$ cat config.mk
export PLATFORM = sky130hd
export DESIGN_NAME = sensor_ultrassom
export DESIGN_NICKNAME = d
export VERILOG_FILES = /design/src/rtl/sensor_ultrassom.sv
export SDC_FILE = /design/constraint.sdc
export NUM_CORES = 1
export LEC_CHECK = 0
export CAP_MARGIN = 20
export CORE_MARGIN = 1.5
export CORE_UTILIZATION = 45
export CTS_BUF_LIST = sky130_fd_sc_hd__clkbuf_8 sky130_fd_sc_hd__clkbuf_16
export CTS_CLUSTER_SIZE = 14
export DETAILED_ROUTE_END_ITERATION = 6
export HOLD_SLACK_MARGIN = 0.08
export PLACE_DENSITY = 0.64
export REMOVE_ABC_BUFFERS = 1
export SYNTH_ARGS = -nofsm -noshare
export SYNTH_HDL_FRONTEND = slang
export SYNTH_SLANG_ARGS = --single-unit
$ cat constraint.sdc
create_clock -name clk -period 4.4 [get_ports clk]
set_clock_uncertainty 0.2 [all_clocks]
set_input_delay 0.44 -clock clk [delete_from_list [all_inputs] [get_ports clk]]
set_output_delay 0.44 -clock clk [all_outputs]
set_load 0.05 [all_outputs]
$ cat src/rtl/sensor_ultrassom.sv
// -----------------------------------------------------------------------------
// sensor_ultrassom
// HC-SR04 ultrasonic ranger controller. A free-running period counter fires
// a fixed-width trigger pulse at the start of every measurement period. The
// echo pulse width is then converted to centimetres: one cm for every 58 us
// of echo-high time, saturating at 255.
//
// Ports
//   clk          : single clock, all state updates on the rising edge
//   rst_n        : asynchronous active-low reset
//   echo         : HC-SR04 echo line (asynchronous to clk)
//   trigger      : HC-SR04 trigger pulse, high for TRIG_US at period start
//   distancia_cm : last measured distance in cm (updated only with valido)
//   valido       : one-cycle strobe on the cycle distancia_cm is loaded
//   timeout_err  : level, set by a timed-out measurement, cleared by a good one
// -----------------------------------------------------------------------------
module sensor_ultrassom #(
    parameter int CLK_FREQ_HZ = 50_000_000,
    parameter int TRIG_US     = 10,
    parameter int PERIOD_MS   = 60,
    parameter int TIMEOUT_MS  = 30
) (
    input  logic       clk,
    input  logic       rst_n,
    input  logic       echo,
    output logic       trigger,
    output logic [7:0] distancia_cm,
    output logic       valido,
    output logic       timeout_err
);

    localparam int CYC_US      = CLK_FREQ_HZ / 1_000_000;
    localparam int TRIG_CYC    = TRIG_US * CYC_US;
    localparam int CYC_PER_CM  = 58 * CYC_US;
    localparam int PERIOD_CYC  = PERIOD_MS * 1000 * CYC_US;
    localparam int TIMEOUT_CYC = TIMEOUT_MS * 1000 * CYC_US;

    localparam int PER_W = $clog2(PERIOD_CYC);
    localparam int HI_W  = $clog2(TIMEOUT_CYC + 1);
    localparam int SUB_W = $clog2(CYC_PER_CM);

    localparam logic [PER_W-1:0] PER_LAST = PER_W'(PERIOD_CYC - 1);
    localparam logic [PER_W-1:0] TRIG_END = PER_W'(TRIG_CYC);
    localparam logic [HI_W-1:0]  HI_LIMIT = HI_W'(TIMEOUT_CYC);
    localparam logic [SUB_W-1:0] SUB_LAST = SUB_W'(CYC_PER_CM - 1);

    typedef enum logic [1:0] {
        TRIG      = 2'd0,
        WAIT_ECHO = 2'd1,
        MEDIR     = 2'd2,
        ESPERA    = 2'd3
    } state_t;

    state_t state, state_nxt;

    logic [PER_W-1:0] per_cnt;
    logic             echo_p0, echo_s, echo_s_d;
    logic [HI_W-1:0]  hi_cnt;
    logic [SUB_W-1:0] sub_cnt;
    logic [7:0]       cm_cnt;

    logic             rise;
    logic [HI_W-1:0]  hi_nxt;
    logic             hi_done;
    logic             hi_run;
    logic             sub_wrap;
    logic [7:0]       cm_nxt;
    logic             meas_done;
    logic             meas_tmo;
    logic             wait_tmo;

    function automatic logic [7:0] sat_inc(input logic [7:0] v);
        return (v == 8'hFF) ? v : v + 8'd1;
    endfunction

    // ---- period counter and trigger --------------------------------------
    // trigger is registered from the pre-increment count, so the first edge
    // after reset release shows count 0 with trigger high, while trigger is
    // still forced low during reset.
    always_ff @(posedge clk or negedge rst_n) begin
        if (!rst_n) begin
            per_cnt <= '0;
            trigger <= 1'b0;
        end else begin
            trigger <= (per_cnt < TRIG_END);
            per_cnt <= (per_cnt == PER_LAST) ? '0 : per_cnt + 1'b1;
        end
    end

    // ---- echo synchronizer and edge history ------------------------------
    always_ff @(posedge clk or negedge rst_n) begin
        if (!rst_n) begin
            echo_p0  <= 1'b0;
            echo_s   <= 1'b0;
            echo_s_d <= 1'b0;
        end else begin
            echo_p0  <= echo;
            echo_s   <= echo_p0;
            echo_s_d <= echo_s;
        end
    end

    assign rise = echo_s & ~echo_s_d;

    // ---- FSM state register ----------------------------------------------
    always_ff @(posedge clk or negedge rst_n) begin
        if (!rst_n) state <= TRIG;
        else        state <= state_nxt;
    end

    // ---- FSM next state --------------------------------------------------
    always_comb begin
        state_nxt = state;
        case (state)
            TRIG:      if (per_cnt == TRIG_END) state_nxt = WAIT_ECHO;
            WAIT_ECHO: if (rise)                state_nxt = MEDIR;
                       else if (hi_done)        state_nxt = ESPERA;
            MEDIR:     if (!echo_s || hi_done)  state_nxt = ESPERA;
            ESPERA:    if (per_cnt == '0)       state_nxt = TRIG;
            default:                            state_nxt = TRIG;
        endcase
    end

    // ---- FSM outputs / datapath controls ---------------------------------
    // hi_cnt counts waiting cycles in WAIT_ECHO and echo cycles in MEDIR; it
    // restarts at the rising edge. In MEDIR every cycle is counted, including
    // the one that observes the falling edge, so the rise-to-fall distance
    // equals the number of echo-high cycles.
    always_comb begin
        hi_nxt    = hi_cnt + 1'b1;
        hi_done   = (hi_nxt == HI_LIMIT);
        hi_run    = ((state == WAIT_ECHO) && !rise) || (state == MEDIR);
        sub_wrap  = (sub_cnt == SUB_LAST);
        cm_nxt    = sub_wrap ? sat_inc(cm_cnt) : cm_cnt;
        meas_done = (state == MEDIR) && !echo_s;
        meas_tmo  = (state == MEDIR) && echo_s && hi_done;
        wait_tmo  = (state == WAIT_ECHO) && !rise && hi_done;
    end

    // ---- measurement counters --------------------------------------------
    always_ff @(posedge clk or negedge rst_n) begin
        if (!rst_n) begin
            hi_cnt  <= '0;
            sub_cnt <= '0;
            cm_cnt  <= '0;
        end else begin
            hi_cnt <= hi_run ? hi_nxt : '0;
            if (state == MEDIR) begin
                sub_cnt <= sub_wrap ? '0 : sub_cnt + 1'b1;
                cm_cnt  <= cm_nxt;
            end else begin
                sub_cnt <= '0;
                cm_cnt  <= '0;
            end
        end
    end

    // ---- result registers ------------------------------------------------
    always_ff @(posedge clk or negedge rst_n) begin
        if (!rst_n) begin
            distancia_cm <= 8'd0;
            valido       <= 1'b0;
            timeout_err  <= 1'b0;
        end else begin
            valido <= meas_done | meas_tmo;
            if (meas_done) begin
                distancia_cm <= cm_nxt;
                timeout_err  <= 1'b0;
            end else if (meas_tmo) begin
                distancia_cm <= 8'hFF;
                timeout_err  <= 1'b1;
            end else if (wait_tmo) begin
                timeout_err  <= 1'b1;
            end
        end
    end

endmodule

## Word level (Yosys, flattened, before mapping)

Cells that the tools add are included.

| cells by class | value |
|---|---|
| equal/unequal tests | 12 |
| $add $sub $neg | 4 |
| magnitude comparators | 1 |
| mux-type cells | 18 |
| bitwise operators | 3 |
| reductions and logical operators | 14 |

Operators by type and width:

| kind | number |
|---|---|
| two-way mux 8 bit | 5 |
| two-way mux 12 bit | 2 |
| adder 22 x 1 -> 22 bit, second input constant | 1 |
| == test 22 bit, second input constant | 1 |
| == test 22 x 9 -> 1 bit, second input constant | 1 |
| zero test 22 bit | 1 |
| less-than comparator 22 x 9 -> 1 bit, second input constant | 1 |
| two-way mux 22 bit | 1 |
| adder 21 x 1 -> 21 bit, second input constant | 1 |
| == test 21 bit, second input constant | 1 |
| two-way mux 21 bit | 1 |
| adder 12 x 1 -> 12 bit, second input constant | 1 |
| == test 12 bit, second input constant | 1 |
| two-way mux 2 bit | 5 |
| adder 8 x 1 -> 8 bit, second input constant | 1 |
| == test 8 bit, second input constant | 1 |
| one-hot mux 2 bit (4 select lines) | 1 |
| inequality test 2 bit, second input constant | 3 |
| logical AND 1 bit | 5 |
| == test 2 bit, second input constant | 2 |
| AND reduction 4 bit | 1 |
| two-way mux 1 bit | 3 |
| inequality test 3 bit, second input constant | 1 |
| nonzero test 3 bit | 1 |
| other kinds (8) | 10 |

| word-level totals | value |
|---|---|
| output and inout port bits | 11 |
| bits in registers | 79 |
| input bits | 3 |

## Longest topological paths before layout

| depth | value |
|---|---|
| depth in word-level cells | 8 |
| gate-level depth with buffers | 8 |

## Worst setup path after synthesis

Ideal clock, no wire load.

| path | value |
|---|---|
| kind | register to register |
| start point | register hi_cnt[0] |
| end point | register distancia_cm[2] |
| data required time | 4106 ps |
| cell stages (with the launch flop) | 8 |
| path slack | 1954 ps |
| setup time | 94 ps |
| buffers on the path | 0 |
| data arrival time | 2152 ps |
| clock period less this slack | 2446 ps |
| cell sequence | dfrtp_1 ha_1 nand3_2 or4_4 a32o_1 nor4_4 a211oi_1 a211oi_1 |

| on the way | value |
|---|---|
| longest elaborated chain between the ends | 4 |

Ends and longest elaborated chain:

| element | RTL line | text |
|---|---|---|
| from (decl) | 58 | `logic [HI_W-1:0] hi_cnt;` |
| from (signal assigned) | 147 | `hi_cnt <= hi_run ? hi_nxt : '0;` |
| adder 21 x 1 -> 21 bit | 130 | `hi_nxt = hi_cnt + 1'b1;` |
| == test 21 bit | 131 | `hi_done = (hi_nxt == HI_LIMIT);` |
| logical AND 1 bit | 136 | `meas_tmo = (state == MEDIR) && echo_s && hi_done;` |
| nonzero test 2 bit (no line) | - |  |
| to (signal assigned) | 167 | `distancia_cm <= cm_nxt;` |
| to (decl) | 27 | `output logic [7:0] distancia_cm,` |

Every way passes these cells.
A chain may end at the register's enable or synchronous reset.

## Worst setup path in the final report

| path | value |
|---|---|
| start point | register hi_cnt[0] |
| end point | register distancia_cm[4] |

The elaborated chain is that of the path after synthesis.

==> results.txt <==
Setup TNS Final: 0 ns
Clock transition at path regs: 0.08 ns
Fmax: 350 MHz
Worst skew pair latency: 0.36 ns
Mean area per synthesized cell: 9.86 um2
HPWL after detailed placement: 5.00 mm
Die footprint: 0.00952 mm2
Xor-xnor portion of the synthesized cell area: 0.111
Top_reg_cell synth: dfrtp_1
Post-Syn Area: 0.00402 mm2
Largest family of logic cells by synthesized area: simple AND/OR/NAND/NOR gates
GRT Util Overall: 0.167
Setup violators final: 0
Compound-Gate Fraction of Synth Area: 0.0681
Aggregate global routing overflow: 0
Synth warnings: 0
Number of flops mapped to enable cells by yosys: 0
Post-synthesis mux area share: 0.00529
Final hold vios: 0
Hold depth: 0
Placed insts: 519
Internal cell power: 1110 uW
Startpoint Class: flip-flop
Top post-synthesis cells by count: 79 x dfrtp_1, 60 x nor2_1, 35 x xor2_1
CTS root buffer: clkbuf_8
RSZ-0062 raised after global routing: false
Area delta synth->final: 12.6%
Post-Synthesis Cells: 408
Vias: 2870
Fill cell count: 807
Cts hold-fix bufs: 1
Initial core utilization: 0.464
Htree depth: 3
Post_cts resized: 0
Post-synth top area share: 0.491
Slew @ Worst Pin: 0.691 ns
Relative slew slack: 0.539
Reg-to-Reg Start: hi_cnt[0]$_DFF_PN0_
Max incr delay on CP: 0.53 ns
Standard-cell rows: 34
Status: finished clean
Top delay family on crit path: simple AND/OR/NAND/NOR gates
Register area share after synthesis: 0.491
Area contributors post-synth: dfrtp_1 49%, xor2_1 7.6%, nor2_1 5.6%
Pwr dens: 307 mW/mm2
Async set-reset flop share out of synthesis: 1.00
R2R cell count: 7
CTS Buf Count: 9
Synth Area in Simple Gates: 0.266
CP dominant cell by count: a211oi_1
Min cycle time layout: 2.86 ns
Final cell count without fillers: 537
Top Ports: 14
Pre-CTS setup slack: 1.51 ns
CP Cell Sequence: ha_1, nand3_2, nor3_1, nand4bb_1, a211oi_2, a211oi_1, a211oi_1
Vias in the first global route: 2796
Max FO, Critical Path: 10
DRC: 0
Final Net Count: 437
Min-Delay Path Class: reg -> reg
ANT nets after route: 0
Share of post-route cells with drive strength above 1: 0.0723
CP Buf/Inv Count: 0
Largest net degree at the start of global routing: 80
Max-slew violations: 0
Data arrival time of the critical path: 2.91 ns
First-pass GRT wire length: 13.0 mm
I/O Buffers: 13
Adder-cell share of the synthesized area: 0.0311
Psw: 285 uW
CTS tree: done
Initial DRC count: 142
Vias/cell: 5.34
Reg power frac: 0.523
Setup repair bufs after CTS: 0
Final WS setup: 1.54 ns
Bufs on Longest Clock Path: 2
Yosys top cell by area: dfrtp_1
Crit. End Element: flip-flop
Comb power frac: 0.015
Final Wtd Congestion: 0.822
FF+latch count, synth: 79
Min-delay src: echo_p0$_DFF_PN0_
Maximum vdd drop: 187 uV
Critical path data required time: 4.45 ns
Initial antenna violation count: 0
Final worst path period share: 0.650
Pleak: 0.00190 uW
WL final: 7.34 mm
Count leader, synth: dfrtp_1
CP max stage cell: nor3_1
DRT Pass-1 Iters: 5
Die Width: 97.6 um
R2r endpoint: distancia_cm[4]$_DFFE_PN0P_
Crit Path Category: reg -> reg
Die height: 97.6 um
Max-cap violations: 0
Core ar.: 0.00868 mm2
Diode count: 0
Clk network pwr share: 0.461
Drt wl/cell: 13.7 um
Switch share: 0.205
WHS Endpoint: echo_s$_DFF_PN0_
Clock sink count: 79
Synth unique cells: 53
Setup slack, reg-to-reg: 1.54 ns
==> logic make-up (layout without fill, tap and decap cells) <==
kind of cell             Yosys count  after routing
XOR/XNOR                          51             51
multiplexers                       2              2
AO/OA/AOI/OAI                     41             41
buffers and inverters             28             49
AND/OR/NAND/NOR                  197            197
flip-flops                        79             79
adder cells (fa/ha/maj)           10             10
==> cells in the final DEF, fill, tap and decap left out, types with 3 or more instances in the layout <==
master           netlist  layout
dfrtp_1               79      79
nor2_1                60      60
xor2_1                35      35
nand2_1               29      29
nand3_1               22      22
nand4_1               17      17
inv_1                 15      16
xnor2_1               16      16
clkdlybuf4s50_1        0      12
a21oi_1               11      11
ha_1                  10      10
nor2b_1                9       9
clkbuf_8               0       9
nor3_1                 8       8
and2_1                 7       7
and3_1                 7       7
and4_1                 5       5
nor4_1                 6       5
a211oi_1               5       5
o21ai_0                4       4
nand2b_1               4       4
o22ai_1                4       4
nor4bb_1               3       3
nand3b_1               3       3
a31oi_1                3       3
bufinv_16              0       3
buf_4                  1       3
==> area by class of cell <==
cell class / instances / area [um2] / area share
Clock buffer: 9 / 124 / 0.0273
Clock inverter: 7 / 113 / 0.0249
Inverter: 16 / 60.1 / 0.0133
Multi-Input combinational cell: 301 / 1940 / 0.429
Sequential cell: 79 / 1980 / 0.436
Tap cell: 108 / 135 / 0.0298
Timing Repair Buffer: 17 / 180 / 0.0398
==> worst max path at each step <==
stage / end / startpoint / cells after the start / slack, ns
2_1_floorplan: per_cnt[10]$_DFF_PN0_ / per_cnt[0]$_DFF_PN0_ / 6 / 1.85
3_3_place_gp: distancia_cm[0]$_DFFE_PN0P_ / hi_cnt[0]$_DFF_PN0_ / 7 / 1.74
3_5_place_dp: distancia_cm[1]$_DFFE_PN0P_ / hi_cnt[0]$_DFF_PN0_ / 7 / 1.51
4_1_cts: distancia_cm[4]$_DFFE_PN0P_ / hi_cnt[0]$_DFF_PN0_ / 7 / 1.54
5_1_grt: distancia_cm[4]$_DFFE_PN0P_ / hi_cnt[0]$_DFF_PN0_ / 7 / 1.31
6_report: distancia_cm[4]$_DFFE_PN0P_ / hi_cnt[0]$_DFF_PN0_ / 7 / 1.54
==> routing by layer <==
layer | share of wire | global-route usage | vias up | wire, um
li1 | - | - | 1449 | -
met1 | 0.52 | 0.230 | 1382 | 3850
met2 | 0.44 | 0.259 | 28 | 3200
met3 | 0.024 | 0.0360 | 11 | 178
met4 | 0.016 | 0.0626 | 0 | 119
met5 | 0 | 0 | - | 0
==> flip-flops by register name (all words and copies together) (netlist names) <==
name	cells
cm_cnt	8
distancia_cm	8
echo_p0	1
echo_s	1
echo_s_d	1
hi_cnt	21
per_cnt	22
state	2
sub_cnt	12
timeout_err	1
trigger	1
valido	1
==> metrics by stage <==
| stage | instance area (um2) | hold WS, ns | total power, uW | utilization |
|---|---|---|---|---|
| finish | 4530 | 0.175 | 1390 | 0.522 |
| global route | 4530 | 0.185 | 1440 | 0.522 |
| CTS | 4500 | 0.174 | 1400 | 0.519 |
| detailed placement | 4260 | 0.154 | 761 | 0.490 |
| global placement | 4260 | 0.163 | 761 | 0.490 |
| floorplan | 3970 | -0.0556 | 744 | - |
==> power groups by stage <==
stage / Sequential, uW / Clock (uW) / Combinational (uW)
floorplan: 742 / 0 / 2.01
global placement: 742 / 0 / 18.7
detailed placement: 742 / 0 / 18.9
CTS: 728 / 656 / 19.6
global route: 728 / 686 / 25.2
finish: 727 / 642 / 21.3
Note: power is estimated with default switching activity, not from simulation.
